`src/rtl/adder_share_arbiter.sv`:
```
// Shared 64-bit address adder (unsigned base + signed offset) with a
// round-robin arbiter in front and a one-entry registered result slot behind.
//
// Handshakes:
//   request side: requester k transfers in a cycle where i_req[k] & o_gnt[k].
//     A raised request keeps i_req/i_a/i_b stable until it is granted.
//   result side:  o_res/o_res_id are consumed in a cycle where
//     o_res_valid & i_res_ready. While o_res_valid=1 and i_res_ready=0 the
//     slot holds and no grant is issued.
module adder_share_arbiter #(
    parameter int W    = 64,
    parameter int NREQ = 2,
    parameter int IDW  = 1
) (
    input  logic              i_clk,
    input  logic              i_rst_n,
    input  logic [NREQ-1:0]   i_req,
    input  logic [NREQ*W-1:0] i_a,
    input  logic [NREQ*W-1:0] i_b,
    output logic [NREQ-1:0]   o_gnt,
    output logic [W-1:0]      o_res,
    output logic              o_res_valid,
    output logic [IDW-1:0]    o_res_id,
    input  logic              i_res_ready,
    output logic              o_dbg_state,
    output logic [IDW-1:0]    o_dbg_ptr
);

    typedef enum logic {
        S_EMPTY = 1'b0,
        S_FULL  = 1'b1
    } slot_state_t;

    localparam logic [IDW-1:0] LAST_ID = IDW'(NREQ - 1);

    slot_state_t    state;
    slot_state_t    state_nxt;
    logic [IDW-1:0] ptr;
    logic [IDW-1:0] ptr_nxt;
    logic [IDW-1:0] gnt_idx;
    logic           found;
    logic           can_accept;
    logic           xfer;
    logic [W-1:0]   a_sel;
    logic [W-1:0]   b_sel;
    logic [W-1:0]   sum;

    assign o_res_valid = (state == S_FULL);
    assign o_dbg_state = state;
    assign o_dbg_ptr   = ptr;

    // The slot can take a new result when it is empty or is being drained now.
    assign can_accept = !o_res_valid || i_res_ready;

    // Round-robin search starting at ptr: first requester found wins.
    always_comb begin : arb_search
        int idx;
        idx     = 0;
        found   = 1'b0;
        gnt_idx = '0;
        for (int i = 0; i < NREQ; i++) begin
            idx = int'(ptr) + i;
            if (idx >= NREQ) begin
                idx = idx - NREQ;
            end
            if (!found && i_req[idx]) begin
                found   = 1'b1;
                gnt_idx = IDW'(idx);
            end
        end
    end

    // One-hot grant, suppressed during reset and while the slot is blocked.
    always_comb begin
        o_gnt = '0;
        if (i_rst_n && can_accept && found) begin
            o_gnt[gnt_idx] = 1'b1;
        end
    end

    assign xfer = |(i_req & o_gnt);

    // Operand select for the winner; the offset is already W bits wide, so
    // its two's-complement value adds directly and wraps modulo 2^W.
    always_comb begin
        a_sel = i_a[int'(gnt_idx)*W +: W];
        b_sel = i_b[int'(gnt_idx)*W +: W];
        sum   = a_sel + b_sel;
    end

    // Pointer moves to the requester after the winner, wrapping to 0.
    assign ptr_nxt = (gnt_idx == LAST_ID) ? '0 : gnt_idx + 1'b1;

    // Slot state register.
    always_ff @(posedge i_clk) begin
        if (!i_rst_n) begin
            state <= S_EMPTY;
        end else begin
            state <= state_nxt;
        end
    end

    // Slot next state: fill on transfer, empty on drain without refill.
    always_comb begin
        state_nxt = state;
        case (state)
            S_EMPTY: begin
                if (xfer) begin
                    state_nxt = S_FULL;
                end
            end
            S_FULL: begin
                if (i_res_ready && !xfer) begin
                    state_nxt = S_EMPTY;
                end
            end
            default: state_nxt = S_EMPTY;
        endcase
    end

    // Result, id and round-robin pointer load only on a transfer.
    always_ff @(posedge i_clk) begin
        if (!i_rst_n) begin
            o_res    <= '0;
            o_res_id <= '0;
            ptr      <= '0;
        end else if (xfer) begin
            o_res    <= sum;
            o_res_id <= gnt_idx;
            ptr      <= ptr_nxt;
        end
    end

endmodule

```
`config.mk`:
```
export PLATFORM = sky130hd
export DESIGN_NAME = adder_share_arbiter
export DESIGN_NICKNAME = d
export VERILOG_FILES = /design/src/rtl/adder_share_arbiter.sv
export SDC_FILE = /design/constraint.sdc
export NUM_CORES = 1
export LEC_CHECK = 0
export CAP_MARGIN = 10
export CORE_ASPECT_RATIO = 2
export CORE_MARGIN = 1.5
export CORE_UTILIZATION = 44
export DETAILED_ROUTE_END_ITERATION = 16
export PLACE_DENSITY = 0.82
export SYNTH_ARGS = -nofsm -noshare
export SYNTH_HDL_FRONTEND = slang
export SYNTH_SLANG_ARGS = --single-unit
```
`constraint.sdc`:
```
create_clock -name i_clk -period 5.2 [get_ports i_clk]
set_input_delay 0.52 -clock i_clk [delete_from_list [all_inputs] [get_ports i_clk]]
set_output_delay 0.52 -clock i_clk [all_outputs]
set_load 0.02 [all_outputs]
```
==> metrics.cfg, run 1 <==
[outcome]
status=completed

[worst_setup_path]
crit_path_top_delay_cell=fa_1
cp_data_arrival_time_ns=4.82
reg2regPathDepth=13
crit_buf_inv=3
critical_path_required_ns=5.47
slowest_delay_ns=0.50
endpoint_kind=flop
start_kind=input port
cp.depth=15
cpLargestDelayFamily=compound AO/OA/AOI/OAI gates
critical_path_class=input port to flop
critPathMaxFanout=8
crit_chain=clkdlybuf4s50_1, inv_1, o21ai_4, buf_4, mux2_2, fa_1, a211oi_2, o21ai_1, a221o_1, a21bo_2, a31oi_4, o21a_1, o31ai_1, or3_1, nand3_1

[sta]
period_share_pct=87.50
whs_ns=0.4467
setup_ws_ns=0.6501
tightest_slew_ns=1.115
clock_skew_ns=0.005255
maxSlewHeadroom_pct=25.65
fmax_mhz=219.8
rsz0062_at_grt=false
setup_viol=0
final.min_clock_period_ns=4.550
slew_viol_final=0
hold_viol_final=0
tns_ns=0

[clock_tree]
cts.sinks=67
cts_tree=yes
clkTransAtPathRegs_ns=0.06
insertion_delay_ns=0.33
cts_buffers=9
post_cts_buffers=0
holdBufCountCts=0
cts_root_buf=clkbuf_16
clk_path_buf_depth=2
htreeDepth=3
cts_resized=0

[route]
wl_per_cell_um=19.44
drt_iter0_markers=390
vias_per_cell=5.827
ant_nets=0
routed_wl_um=28570
drtPass1Iterations=5
vias=8566
route.detailed.drc=0

[placed_design]
dpl_worst_slack_ns=0.3611
io_buffers=330
placed_cells=1455
place_hpwl_um=23540
placed_area_mm2=0.01097
gp_congestion=0.9531

[final_layout]
fin_cells=1470
drive_gt1_share_pct=13.22
syn_to_final_growth_pct=49.96
antennaDiodeCount=0
nets=1584
fin_area_mm2=0.01127
final_util_pct=67.22

[global_routing]
grt_max_degree=65
grt_pass1_wl_um=43170
use_met2_pct=61.21
grt-busiest-layer=met2
grt_antenna_before_repair=0
gr-total-overflow=0
grt_usage_pct=31.42
met3_usage_pct=4.420
grt_util_met1_pct=28.51
grt_pass1_vias=8652

[synthesis]
ys_warn_count=0
netlist_top_cells_count=mux2_2 (126), nand2_1 (85), a21oi_1 (84)
yosysMostFrequentCell=mux2_2
synth_area_mm2=0.007516
synth_xor_area_share_pct=6.293
synthSimpleGateAreaFrac_pct=17.25
synthAdderAreaFrac_pct=10.75
synth_edf_count=0
syn_avg_cell_area_um2=7.805
ys_seq_area_share_pct=17.85
synth_area_leaders=mux2_2 (19%), dfxtp_1 (18%), ha_1 (10%), a21oi_1 (5.6%), o21ai_0 (5.3%)
synthMuxAreaShare_pct=19.01
synth_nets=1288
postSynthCellCount=963
synth-main-ff-cell=dfxtp_1
synth_compound_area_share_pct=25.07
synth_top_cell_by_area=mux2_2
synth_top_family_by_area=compound AO/OA/AOI/OAI gates
ys_ff_latch=67
synth_top_area_share_pct=18.88
ys_types=61
async_flop_share_pct=0

[floorplan]
die_w_um=95.42
io_pins=331
dieArea_mm2=0.01792
die_height_um=187.8
rows=67
initial_utilization_pct=44.83
core-area_mm2=0.01677

[power_and_ir_drop]
vdd_drop_max_uv=164.1
power-per-cell-area_mw_per_mm2=274.8
power_mw=3.097
p_leak_nw=4.366

[worst_hold_path]
min_path_cells=2
hold_path.class=flop to flop

[job]
cap_violations=0

power breakdown:
group          internal (mW)  total [mW]  switching, mW
combinational          0.827        1.77          0.940
clock                  0.394       0.637          0.243
sequential             0.628       0.693         0.0653
worst min-delay path, delay by kind of cell (launching register included):
| family | cells | cell delay [ns] |
|---|---|---|
| DFF | 1 | 0.31 |
| AOI/OAI and AO/OA | 1 | 0.05 |
| and+or+nand+nor | 1 | 0.05 |
flip-flops by register name, indices dropped and copies added (netlist names):
signal / count
o_res_id: 1
o_dbg_state: 1
o_dbg_ptr: 1
o_res: 64
cell families (layout without fill, tap and decap cells):
logic type / count (synthesis) / after routing
mux: 127 / 127
compound gates: 304 / 304
fa+ha+maj: 64 / 64
buf+inv: 72 / 372
xor+xnor: 54 / 54
flops: 67 / 67
simple gates: 275 / 275
path summary, 6_finish.rpt:
path,from,endpoint,slack (ns)
setup reg to reg,o_dbg_ptr,o_res[60],0.98
hold reg to reg,o_res[58],o_res[58],0.45
hold / removal,o_res[58],o_res[58],0.45
setup / recovery,i_req[0],o_res[60],0.65
routing by layer:
metal | up-vias | wire, µm
li1 | 4151 | -
met1 | 3926 | 9398
met2 | 376 | 15580
met3 | 113 | 1568
met4 | 0 | 2029
met5 | - | 0
cell type report:
class	count	area, µm²
tap	207	259.0
timing repair buffer	341	3406
clock buffer	11	252.7
sequential	67	1341
multi-input combinational	824	5902
clock inverter	4	50.05
inverter	16	60.06
fill	1473	5495
layout by cell type (no fill, tap or decap), types with 16 or more instances in the layout:
cell and instances:
nand3_1 64, nor3_1 16, nand2_1 85, a21o_1 19, xnor2_1 32, xor2_1 22
nand4_1 16, inv_1 16, o21bai_1 20, o21ai_0 78, clkdlybuf4s50_1 329, o21ai_1 33
mux2_2 126, ha_1 63, dfxtp_1 67, nor2_1 53, a21oi_1 84
Power figures use the tool's default switching activity.
==> inputs of run 2 (changes only) <==
- CORE_UTILIZATION: 44 -> 45
- CTS_CLUSTER_DIAMETER: unset -> 50
- DONT_BUFFER_PORTS: unset -> 1
- PLACE_DENSITY: 0.82 -> 0.59
==> run 2 against run 1 <==
Clock-buffer cell count is the same. Design area shrank 29%. Sequential power grew 25%. Register-to-register slack lost 0.23 ns. Setup slack gained 0.098 ns. Combinational power shrank 33%. Clock skew shrank 0.0016 ns. Critical path depth shrank 1. Non-clock buffer count shrank 330. Via count shrank 17%. Final cell count shrank 23%. Global-route usage shrank 2.9 points. Largest power group unchanged. Highest routed layer unchanged.
==> metrics.cfg, run 2 (synthesis results as in run 1) <==
[job]
cap_violations=0

[clock_tree]
clkTransAtPathRegs_ns=0.06
insertion_delay_ns=0.34
cts.sinks=67
cts_tree=yes
htreeDepth=3
clk_path_buf_depth=2
cts_buffers=9
cts_root_buf=clkbuf_16
holdBufCountCts=0
post_cts_buffers=0
cts_resized=0

[sta]
tns_ns=0
rsz0062_at_grt=false
slew_viol_final=0
tightest_slew_ns=0.9467
setup_viol=0
setup_ws_ns=0.7486
fmax_mhz=224.6
maxSlewHeadroom_pct=36.89
period_share_pct=85.60
hold_viol_final=0
clock_skew_ns=0.003677
final.min_clock_period_ns=4.451

[route]
route.detailed.drc=0
wl_per_cell_um=22.51
vias=7122
routed_wl_um=25600
vias_per_cell=6.264
drt_iter0_markers=280
ant_nets=0
drtPass1Iterations=5

[final_layout]
drive_gt1_share_pct=17.79
antennaDiodeCount=0
largest_reg_flops=64
syn_to_final_growth_pct=5.860
final_common_cell=mux2_2
nets=1254
regMostFlops=o_res
final_cell_mix=mux2_2 (126), nand2_1 (85), a21oi_1 (84)

[power_and_ir_drop]
power_mw=2.684
power_frac_clock_pct=23.9
p_int_mw=1.500
power-per-cell-area_mw_per_mm2=337.3
sw_frac_of_total_pct=44.10
power_frac_comb_pct=43.8
seqPwrFrac_pct=32.2
vdd_drop_max_uv=155.7
p_switching_mw=1.184
p_leak_nw=3.091

[worst_setup_path]
critical_path_class=flop to flop
critical_path_required_ns=5.47
cp_data_arrival_time_ns=4.72
start_kind=flop
reg2regPathDepth=14
critPathMaxFanout=63
endpoint_kind=flop

[global_routing]
grt_usage_pct=28.54
grt_antenna_before_repair=0
grt_pass1_wl_um=37610
gr-total-overflow=0
grt_max_degree=73
grt_pass1_vias=6959

[floorplan]
initial_utilization_pct=46.20
rows=66
die_w_um=94.39
die_height_um=185.8
io_pins=331
core-area_mm2=0.01627
dieArea_mm2=0.01753

[placed_design]
dpl_worst_slack_ns=0.6574
io_buffers=0
place_hpwl_um=21060
gp_congestion=0.9675

[outcome]
status=completed

[worst_hold_path]
min_path_cells=2
hold_path.class=input port to flop

run 2: final cells by class:
type | instances | area, µm²
fillers | 1633 | 8312
multi-input cells | 824 | 5902
flip-flops and latches | 67 | 1341
well taps | 204 | 255.2
clock buffers | 11 | 252.7
repair buffers | 11 | 95.09
inverters | 16 | 60.06
clock inverters | 4 | 50.05
run 2: per-layer routing:
layer | share of wire, % | track usage [%] | up-vias
met5 | 0 | 0 | -
met4 | 4.8 | 15.16 | 0
met3 | 5.1 | 4.003 | 63
met2 | 57 | 56.23 | 278
met1 | 33 | 27.40 | 3295
li1 | - | - | 3486
run 2: metrics by stage:
step,cells,utilization (%),cell area (µm²),hold slack (ns)
floorplan,963,-,7516,0.5234
finish,1137,48.91,7956,0.3270
global route,1137,48.91,7956,0.3339
detailed placement,1122,47.05,7654,0.5487
global placement,1122,47.05,7654,0.5437
CTS,1137,48.91,7956,0.3167
run 2: power by group through the flow:
stage	Sequential [mW]	Combinational [mW]	Clock, mW
after detailed placement	0.878	1.17	0
after global placement	0.879	1.16	0
final	0.864	1.18	0.643
after floorplan	0.828	0.897	0
after global routing	0.876	1.29	0.672
after CTS	0.867	1.17	0.655
run 2: final timing paths:
kind | startpoint | to | slack [ns]
hold reg to reg | o_res[57] | o_res[57] | 0.55
hold / removal | i_rst_n | o_dbg_ptr | 0.33
setup reg to reg | o_dbg_ptr | o_res[62] | 0.75
setup / recovery | o_dbg_ptr | o_res[62] | 0.75
run 2: worst max-delay path, stage by stage, from the launching register on:
cell	delay (ns)
dfxtp_1	0.43
o21ai_4	0.21
buf_12	0.28
buf_4	0.48
mux2_2	0.40
ha_1	0.41
nand4_1	0.25
nor4_2	0.32
and2_1	0.20
a211oi_2	0.11
o31a_4	0.32
o41ai_2	0.51
a2111oi_2	0.14
xor2_1	0.16
o21ai_1	0.12
